## config.mk

```make
export PLATFORM = sky130hd
export DESIGN_NAME = imem_loader_flat
export DESIGN_NICKNAME = d
export VERILOG_FILES = /design/src/rtl/imem_loader_pkg.sv /design/src/rtl/imem_loader_if.sv /design/src/rtl/imem_loader.sv /design/src/flat_wrapper.sv
export SDC_FILE = /design/constraint.sdc
export NUM_CORES = 1
export LEC_CHECK = 0
export ABC_AREA = 1
export CAP_MARGIN = 15
export CORE_UTILIZATION = 37
export DETAILED_ROUTE_END_ITERATION = 7
export DONT_BUFFER_PORTS = 1
export PLACE_DENSITY = 0.59
export SYNTH_ARGS = -nofsm -noshare
export SYNTH_HDL_FRONTEND = slang
export SYNTH_SLANG_ARGS = --single-unit
```

## constraint.sdc

```tcl
create_clock -name clk -period 2.01 [get_ports clk]
set_input_delay 0.201 -clock clk [delete_from_list [all_inputs] [get_ports clk]]
set_output_delay 0.201 -clock clk [all_outputs]
set_load 0.02 [all_outputs]
```

## src/rtl/imem_loader_pkg.sv

```systemverilog
// Shared definitions for the boot-time instruction-memory loader.
//   - IMEM_ADDR_WIDTH / IMEM_DATA_WIDTH : instruction memory geometry
//   - load_state_e                      : loader state encoding
//   - ERR_*                             : err_code values reported on failure
//   - is_receiving()                    : states in which a byte may be taken
package imem_loader_pkg;

  localparam int IMEM_ADDR_WIDTH = 12;
  localparam int IMEM_DATA_WIDTH = 16;

  typedef enum logic [2:0] {
    ST_LEN_HI  = 3'd0,
    ST_LEN_LO  = 3'd1,
    ST_DATA_HI = 3'd2,
    ST_DATA_LO = 3'd3,
    ST_CSUM    = 3'd4,
    ST_DONE    = 3'd5,
    ST_ERROR   = 3'd6
  } load_state_e;

  localparam logic [1:0] ERR_NONE = 2'b00;
  localparam logic [1:0] ERR_LEN  = 2'b01;
  localparam logic [1:0] ERR_CSUM = 2'b10;

  function automatic logic is_receiving(input load_state_e s);
    return (s == ST_LEN_HI) || (s == ST_LEN_LO) || (s == ST_DATA_HI) ||
           (s == ST_DATA_LO) || (s == ST_CSUM);
  endfunction

endpackage

```

## src/rtl/imem_loader_if.sv

```systemverilog
// Byte-stream input and instruction-memory write port of the loader.
//   rx_data/rx_valid/rx_ready : byte handshake, transfer on valid && ready
//   wr_en/wr_addr/wr_data     : one-cycle write strobe into instruction memory
// slave  : the loader (consumes bytes, drives the write port)
// master : the byte source / memory side (bench, UART receiver, instrmem)
interface imem_loader_if #(
  parameter int ADDR_WIDTH = 12,
  parameter int DATA_WIDTH = 16
);
  logic [7:0]            rx_data;
  logic                  rx_valid;
  logic                  rx_ready;
  logic                  wr_en;
  logic [ADDR_WIDTH-1:0] wr_addr;
  logic [DATA_WIDTH-1:0] wr_data;

  modport slave (
    input  rx_data, rx_valid,
    output rx_ready, wr_en, wr_addr, wr_data
  );

  modport master (
    output rx_data, rx_valid,
    input  rx_ready, wr_en, wr_addr, wr_data
  );
endinterface

```

## src/rtl/imem_loader.sv

```systemverilog
// Boot-time program loader. Receives an image
//   LEN_HI, LEN_LO, N x (INSTR_HI, INSTR_LO), CSUM
// assembles big-endian words, writes them to addresses 0..N-1 and releases
// the core only when the XOR checksum of all preceding bytes matches.
// Ports:
//   clk, reset : clock, synchronous active-high reset
//   restart    : one-cycle pulse, leaves DONE/ERROR for a fresh load
//   bus        : byte handshake in, instruction-memory write port out
//   cpu_hold   : core stalled (everywhere except DONE)
//   done       : image loaded and verified
//   error      : load failed, reason in err_code (01 length, 10 checksum)
module imem_loader
  import imem_loader_pkg::*;
#(
  parameter int ADDR_WIDTH = IMEM_ADDR_WIDTH,
  parameter int DATA_WIDTH = IMEM_DATA_WIDTH
) (
  input  logic        clk,
  input  logic        reset,
  input  logic        restart,
  imem_loader_if.slave bus,
  output logic        cpu_hold,
  output logic        done,
  output logic        error,
  output logic [1:0]  err_code
);

  localparam int DEPTH = 2 ** ADDR_WIDTH;

  load_state_e           state_q, state_d;
  logic [15:0]           len_q, len_d;
  logic [7:0]            hi_q, hi_d;
  logic [ADDR_WIDTH:0]   cnt_q, cnt_d;      // one extra bit so DEPTH is representable
  logic [7:0]            csum_q, csum_d;
  logic                  wr_en_q, wr_en_d;
  logic [ADDR_WIDTH-1:0] wr_addr_q, wr_addr_d;
  logic [DATA_WIDTH-1:0] wr_data_q, wr_data_d;
  logic                  rx_ready_q, rx_ready_d;
  logic                  cpu_hold_q, cpu_hold_d;
  logic                  done_q, done_d;
  logic                  error_q, error_d;
  logic [1:0]            err_code_q, err_code_d;

  logic        accept;
  logic [15:0] len_cat;

  // Only the registered ready is honoured, so bytes offered in DONE/ERROR
  // (or in the cycle right after reset) are silently dropped.
  assign accept  = bus.rx_valid && rx_ready_q;
  assign len_cat = {len_q[15:8], bus.rx_data};

  always_comb begin
    state_d    = state_q;
    len_d      = len_q;
    hi_d       = hi_q;
    cnt_d      = cnt_q;
    csum_d     = csum_q;
    wr_en_d    = 1'b0;
    wr_addr_d  = wr_addr_q;
    wr_data_d  = wr_data_q;
    err_code_d = err_code_q;

    case (state_q)
      ST_LEN_HI: begin
        if (accept) begin
          len_d[15:8] = bus.rx_data;
          csum_d      = csum_q ^ bus.rx_data;
          state_d     = ST_LEN_LO;
        end
      end
      ST_LEN_LO: begin
        if (accept) begin
          len_d  = len_cat;
          csum_d = csum_q ^ bus.rx_data;
          if (32'(len_cat) > 32'(DEPTH)) begin
            state_d    = ST_ERROR;
            err_code_d = ERR_LEN;
          end else if (len_cat == 16'd0) begin
            state_d = ST_CSUM;
          end else begin
            state_d = ST_DATA_HI;
          end
        end
      end
      ST_DATA_HI: begin
        if (accept) begin
          hi_d    = bus.rx_data;
          csum_d  = csum_q ^ bus.rx_data;
          state_d = ST_DATA_LO;
        end
      end
      ST_DATA_LO: begin
        if (accept) begin
          wr_en_d   = 1'b1;
          wr_addr_d = cnt_q[ADDR_WIDTH-1:0];
          wr_data_d = {hi_q, bus.rx_data};
          cnt_d     = cnt_q + 1'b1;
          csum_d    = csum_q ^ bus.rx_data;
          if (32'(cnt_q) + 32'd1 == 32'(len_q)) begin
            state_d = ST_CSUM;
          end else begin
            state_d = ST_DATA_HI;
          end
        end
      end
      ST_CSUM: begin
        if (accept) begin
          if (bus.rx_data == csum_q) begin
            state_d = ST_DONE;
          end else begin
            state_d    = ST_ERROR;
            err_code_d = ERR_CSUM;
          end
        end
      end
      ST_DONE, ST_ERROR: begin
        if (restart) begin
          state_d    = ST_LEN_HI;
          len_d      = 16'd0;
          cnt_d      = '0;
          csum_d     = 8'd0;
          err_code_d = ERR_NONE;
        end
      end
      default: state_d = ST_LEN_HI;
    endcase

    // Status outputs are registered copies of the next state's decode so they
    // change in the same cycle as the state register.
    rx_ready_d = is_receiving(state_d);
    cpu_hold_d = (state_d != ST_DONE);
    done_d     = (state_d == ST_DONE);
    error_d    = (state_d == ST_ERROR);
  end

  always_ff @(posedge clk) begin
    if (reset) begin
      state_q    <= ST_LEN_HI;
      len_q      <= 16'd0;
      hi_q       <= 8'd0;
      cnt_q      <= '0;
      csum_q     <= 8'd0;
      wr_en_q    <= 1'b0;
      wr_addr_q  <= '0;
      wr_data_q  <= '0;
      rx_ready_q <= 1'b0;
      cpu_hold_q <= 1'b1;
      done_q     <= 1'b0;
      error_q    <= 1'b0;
      err_code_q <= ERR_NONE;
    end else begin
      state_q    <= state_d;
      len_q      <= len_d;
      hi_q       <= hi_d;
      cnt_q      <= cnt_d;
      csum_q     <= csum_d;
      wr_en_q    <= wr_en_d;
      wr_addr_q  <= wr_addr_d;
      wr_data_q  <= wr_data_d;
      rx_ready_q <= rx_ready_d;
      cpu_hold_q <= cpu_hold_d;
      done_q     <= done_d;
      error_q    <= error_d;
      err_code_q <= err_code_d;
    end
  end

  assign bus.rx_ready = rx_ready_q;
  assign bus.wr_en    = wr_en_q;
  assign bus.wr_addr  = wr_addr_q;
  assign bus.wr_data  = wr_data_q;
  assign cpu_hold     = cpu_hold_q;
  assign done         = done_q;
  assign error        = error_q;
  assign err_code     = err_code_q;

endmodule

```

## src/flat_wrapper.sv

```systemverilog
// flat-port wrapper written by rule: the top's interface ports become plain ports
module imem_loader_flat import imem_loader_pkg::*;
#(
  parameter int ADDR_WIDTH = IMEM_ADDR_WIDTH,
  parameter int DATA_WIDTH = IMEM_DATA_WIDTH
)
  (clk, reset, restart, cpu_hold, done, error, err_code, bus_rx_data, bus_rx_valid, bus_rx_ready, bus_wr_en, bus_wr_addr, bus_wr_data);
  imem_loader_if #(.ADDR_WIDTH(ADDR_WIDTH), .DATA_WIDTH(DATA_WIDTH)) bus_i ();
  input  logic clk;
  input  logic reset;
  input  logic restart;
  output logic cpu_hold;
  output logic done;
  output logic error;
  output logic [1:0] err_code;
  input wire logic [$bits(bus_i.rx_data)-1:0] bus_rx_data;
  input wire logic [$bits(bus_i.rx_valid)-1:0] bus_rx_valid;
  output wire logic [$bits(bus_i.rx_ready)-1:0] bus_rx_ready;
  output wire logic [$bits(bus_i.wr_en)-1:0] bus_wr_en;
  output wire logic [$bits(bus_i.wr_addr)-1:0] bus_wr_addr;
  output wire logic [$bits(bus_i.wr_data)-1:0] bus_wr_data;
  assign bus_i.rx_data = bus_rx_data;
  assign bus_i.rx_valid = bus_rx_valid;
  assign bus_rx_ready = bus_i.rx_ready;
  assign bus_wr_en = bus_i.wr_en;
  assign bus_wr_addr = bus_i.wr_addr;
  assign bus_wr_data = bus_i.wr_data;
  imem_loader #(.ADDR_WIDTH(ADDR_WIDTH), .DATA_WIDTH(DATA_WIDTH)) u_core (.clk(clk), .reset(reset), .restart(restart), .bus(bus_i), .cpu_hold(cpu_hold), .done(done), .error(error), .err_code(err_code));
endmodule
```

* Word-level counts from Yosys, hierarchy flattened
Index checks and enable logic that the tools add are counted. Widths: inputs -> output; s select.
Storage, ports and cells: register bits after elaboration 83, input port bits 12, output and inout bits 35, logic and storage cells 95
Cells by class: add/sub/neg operators 2, $lt $le $gt $ge 1, eq/ne operators 23, mux-type cells 29, bitwise operators 3, reductions and logical operators 23
Operator list (number):
- $eq 32x16->1 | 1
- $mux 8 | 4
- $pmux 8 s2 | 2
- $mux 3 | 9
- $mux 13 | 2
- $pmux 13 s2 | 1
- $pmux 8 s3 | 1
- $eq 3x3->1 const B | 6
- $pmux 3 s6 | 1
- $gt 16x13->1 const B | 1
- $logic_not 16->1 | 1
- $mux 16 | 1
- $add 13x1->14 const B | 1
- $add 13x1->13 const B | 1
- $eq 3x2->1 const B | 4
- $mux 2 | 6
- $ne 2x1->1 const B | 6
- $reduce_and 3->1 | 3
- $eq 8x8->1 | 1
- $reduce_bool 2->1 | 4
- $xor 8x8->8 | 1
- $eq 3x1->1 const B | 2
- $logic_not 3->1 | 2
- $pmux 2 s3 | 1
- 12 further kinds | 19

* Logic depth before layout (Yosys ltp)
depth in word-level cells 10, mapped depth 16, depth with buffers taken out 16

* Worst setup path before layout
OpenSTA, ideal clock, no wires.
path kind register to register, from register u_core.cnt_q[0], to register u_core.state_q[1], library setup time 0.128 ns, arrival 1.626 ns, required time 1.882 ns, slack 0.256 ns, stages on the path, launching flop included 16, buffers on the path 0, period minus slack after synthesis 1.754 ns, cell sequence dfxtp_1 > ha_1 > nand2_2 > nor2_4 > nand2_1 > nand2_1 > nand2_1 > nand2_1 > nand2_1 > nor2_1 > nand2_1 > nor2_1 > nand3_1 > nand2_1 > nand2_1 > nor3b_1
On the way: longest elaborated chain between the ends 5
RTL lines:
- start: declaration | line imem_loader.sv:33 | logic [ADDR_WIDTH:0] cnt_q, cnt_d;
- start signal: assignment | line imem_loader.sv:155 | cnt_q <= cnt_d;
- $add 13x1->14 | line imem_loader.sv:99 | if (32'(cnt_q) + 32'd1 == 32'(len_q)) begin
- $eq 32x16->1 | line imem_loader.sv:99
- $mux 3 | line imem_loader.sv:99
- $mux 3 | line imem_loader.sv:93 | if (accept) begin
- $pmux 3 s6 | line imem_loader.sv:63 | case (state_q)
- end signal: assignment | line imem_loader.sv:152 | state_q <= state_d;
- end: declaration | line imem_loader.sv:30 | load_state_e state_q, state_d;
Every way passes these cells. A chain may end at the register's enable or synchronous reset.

* Final worst setup path
from register u_core.cnt_q[1], to register u_core.error_q (netlist: u_core.error)
On the way: longest elaborated chain between the ends 6
RTL lines:
- $add 13x1->14 | line imem_loader.sv:99
- $eq 32x16->1 | line imem_loader.sv:99
- $mux 3 | line imem_loader.sv:99
- $mux 3 | line imem_loader.sv:93
- $pmux 3 s6 | line imem_loader.sv:63
- $eq 3x3->1 | line imem_loader.sv:133 | error_d = (state_d == ST_ERROR);
- end signal: assignment | line imem_loader.sv:163 | error_q <= error_d;
- end: declaration | line imem_loader.sv:41 | logic error_q, error_d;
Every way passes these cells.

==> flow_metrics.tcl <==
set metrics [dict create \
    ys_seq_elements 83 \
    first_pass_iters 5 \
    cts.clk_slew.worst_paths_ns 0.09 \
    grt_usage_pct 20.44 \
    rsz0062_at_grt "true" \
    cts_tree "built" \
    initial_core_util_pct 38.99 \
    worstMarginPinSlew_ns 0.6933 \
    clockBufferDepth 2 \
    diodes 0 \
    finalSetupViolCount 0 \
    syn_area_sq_um 3671 \
    post-route-util_pct 44.80 \
    dieArea_sq_um 10320 \
    ys.flop_type "dfxtp_1" \
    cellPowerDensity_nw_per_um2 768.5 \
    drtAntennaViolNets 0 \
    area_delta_synth_final_pct 14.89 \
    final_nets 552 \
    die_y_um 101.6 \
    antenna_found_initial 0 \
    hpwl_mm 6.856 \
    syn-mean-instance-area_sq_um 6.979 \
    synth-async-reset-ratio_pct 0 \
    place_congestion 0.9117 \
    rr_worst_depth 15 \
    synth_warnings 0 \
    path_max_fanout 5 \
    max_freq_mhz 508.3 \
    post_drt_via_cell_ratio 4.969 \
    ir_drop_uv 357.7 \
    min_from "bus_rx_data[2]" \
    crit_type "reg2reg" \
    synthCells 526 \
    worstHoldPathType "in2reg" \
    finalCritPeriodShare_pct 97.88 \
    setup_tns_ns 0 \
    wl_mm 9.776 \
    drcViolationCount 0 \
    layout-drive-gt1-share_pct 11.76 \
    whs_path_depth 3 \
    clkLatencyLatePin_ns 0.36 \
    p_leak_nw 1.792 \
    startpoint_type "flip-flop" \
    final_common_cell "nand2_1" \
    synthDistinctLibCells 29 \
    period_minus_slack_ns 1.967 \
    grt_max_degree 48 \
    synth-edff-count 0 \
    drv_cap 0 \
    post_drt_wl_per_cell_um 14.53 \
    drt-initial-drc-count 185 \
    finalPower_mw 3.242 \
    timing.rr.end "u_core.error$_SDFF_PP0_" \
    worstPathArrival_ns 2.27 \
    seq_area_frac_synth_pct 45.26 \
    cp-end-kind "flip-flop" \
    synth_nets 539 \
    io_pins 47 \
    cts.sinks 83 \
    grt_pass1_vias 3391 \
    htreeDepth 3 \
    cts_buffers 9 \
    grt_pass1_wl_mm 16.19 \
    maxSlewViolCount 0 \
    r2r-start "u_core.cnt_q[1]$_SDFFE_PP0P_" \
    coreArea_sq_um 9415 \
    hold_end "u_core.csum_q[2]$_SDFFE_PP0P_" \
    cts-root-buf "clkbuf_8" \
    fin_skew_ns 0.007827 \
    grt_overflow 0 \
    critical_path_required_ns 2.32 \
    die_x_um 101.6 \
    vias 3344 \
    port_buffers 0 \
    rows 35 \
    r2r_setup_slack_ns 0.04 \
    status "complete, no violations" \
    slew_headroom_pct 53.63 \
    hold_viol_final 0 \
    mostFrequentLayoutCells "102 x nand2_1, 80 x dfxtp_1, 73 x nor2_1, 58 x o21ai_0, 52 x inv_1" \
]
-- worst max path at each step --
| stage | depth (start not counted) | start | slack, ns | end |
|---|---|---|---|---|
| floorplan | 15 | u_core.cnt_q[0]$_SDFFE_PP0P_ | 0.26 | u_core.state_q[1]$_SDFF_PP0_ |
| global placement | 15 | u_core.cnt_q[0]$_SDFFE_PP0P_ | 0.10 | u_core.error$_SDFF_PP0_ |
| detailed placement | 13 | u_core.cnt_q[0]$_SDFFE_PP0P_ | -0.02 | u_core.error$_SDFF_PP0_ |
| CTS | 15 | u_core.cnt_q[0]$_SDFFE_PP0P_ | 0.03 | u_core.error$_SDFF_PP0_ |
| global route | 15 | u_core.cnt_q[1]$_SDFFE_PP0P_ | -0.18 | u_core.error$_SDFF_PP0_ |
| finish | 15 | u_core.cnt_q[1]$_SDFFE_PP0P_ | 0.04 | u_core.error$_SDFF_PP0_ |
-- where the power goes --
group          leakage (nW)  switching [mW]  internal (mW)
sequential            0.674          0.0365           1.68
combinational          1.02           0.159         0.0817
clock                0.0992           0.685          0.595
total                  1.79           0.881           2.36
-- cells in the mapped netlist, types with 2 or more instances --
cell | n | area (sq um)
nor4_1 | 3 | 18.77
dfxtp_1 | 83 | 1662
clkbuf_1 | 13 | 48.80
nand3_1 | 25 | 125.1
nor2_4 | 2 | 22.52
a21oi_1 | 49 | 245.2
nand2_1 | 111 | 416.7
xor2_1 | 10 | 87.58
o21ai_0 | 58 | 290.3
nand3b_1 | 5 | 37.54
o22ai_1 | 7 | 43.79
inv_1 | 52 | 195.2
nor2_2 | 2 | 12.51
clkinv_1 | 3 | 11.26
nor2_1 | 80 | 300.3
buf_2 | 2 | 10.01
nand4_1 | 6 | 37.54
nor3_1 | 3 | 15.01
nand2_2 | 2 | 12.51
-- repair_timing --
item,CTS,global route
setup endpoints to repair,4,8
setup buffers,0,3
resized for setup,2,26
hold buffers,1,0
hold endpoints to repair,15,0
pin swaps,0,12
-- state kept, by name, indices dropped and copies added (netlist names) --
register and cells:
u_core.bus.rx_ready 1, u_core.bus.wr_addr 12, u_core.bus.wr_data 16, u_core.bus.wr_en 1, u_core.cnt_q 13, u_core.cpu_hold 1
u_core.csum_q 8, u_core.done 1, u_core.err_code 2, u_core.error 1, u_core.hi_q 8, u_core.len_q 16
u_core.state_q 3
-- logic make-up after synthesis --
logic type | synth area share [%]
AOI/OAI and AO/OA | 16.80
buffers and inverters | 7.328
xor gates and xnor gates | 2.624
and+or+nand+nor | 27.64
adders and majority gates | 0.3408
DFF | 45.26
-- worst max-delay path, stage by stage, from the launching register on --
cell	delay, ns
dfxtp_2	0.37
ha_4	0.17
nand2_4	0.07
nor2_4	0.19
nand2_1	0.09
nand2_2	0.08
nand2_2	0.07
nand2_2	0.06
nand2_2	0.05
nor2_2	0.11
nand2_2	0.07
nor2_4	0.10
nand4_1	0.11
a21oi_2	0.18
nand2_1	0.08
nor2_1	0.11
-- final cells by class --
class,instances,area [sq um]
fillers,966,5197
multi-input cells,372,1836
flip-flops and latches,83,1665
inverters,55,206.4
well taps,129,161.4
repair buffers,18,137.6
clock buffers,9,123.9
clock inverters,7,87.58
-- metal layers --
metal	wire (um)	global-route usage, %	up-vias
met5	0	0	-
met4	151	8.138	0
met3	431	4.210	14
met2	4493	32.33	65
met1	4700	27.24	1533
li1	-	-	1732
-- stage by stage --
stage / instance area, sq um / instances / setup WS [ns] / hold slack (ns)
after floorplan: 3671 / 526 / 0.2563 / 0.3691
after global placement: 3877 / 653 / 0.1010 / 0.2756
after detailed placement: 3877 / 653 / -0.02435 / 0.2775
after CTS: 4104 / 670 / 0.02799 / 0.02621
after global routing: 4218 / 673 / -0.1820 / 0.04626
final: 4218 / 673 / 0.04251 / 0.04061
(Power assumes the default switching activity.)
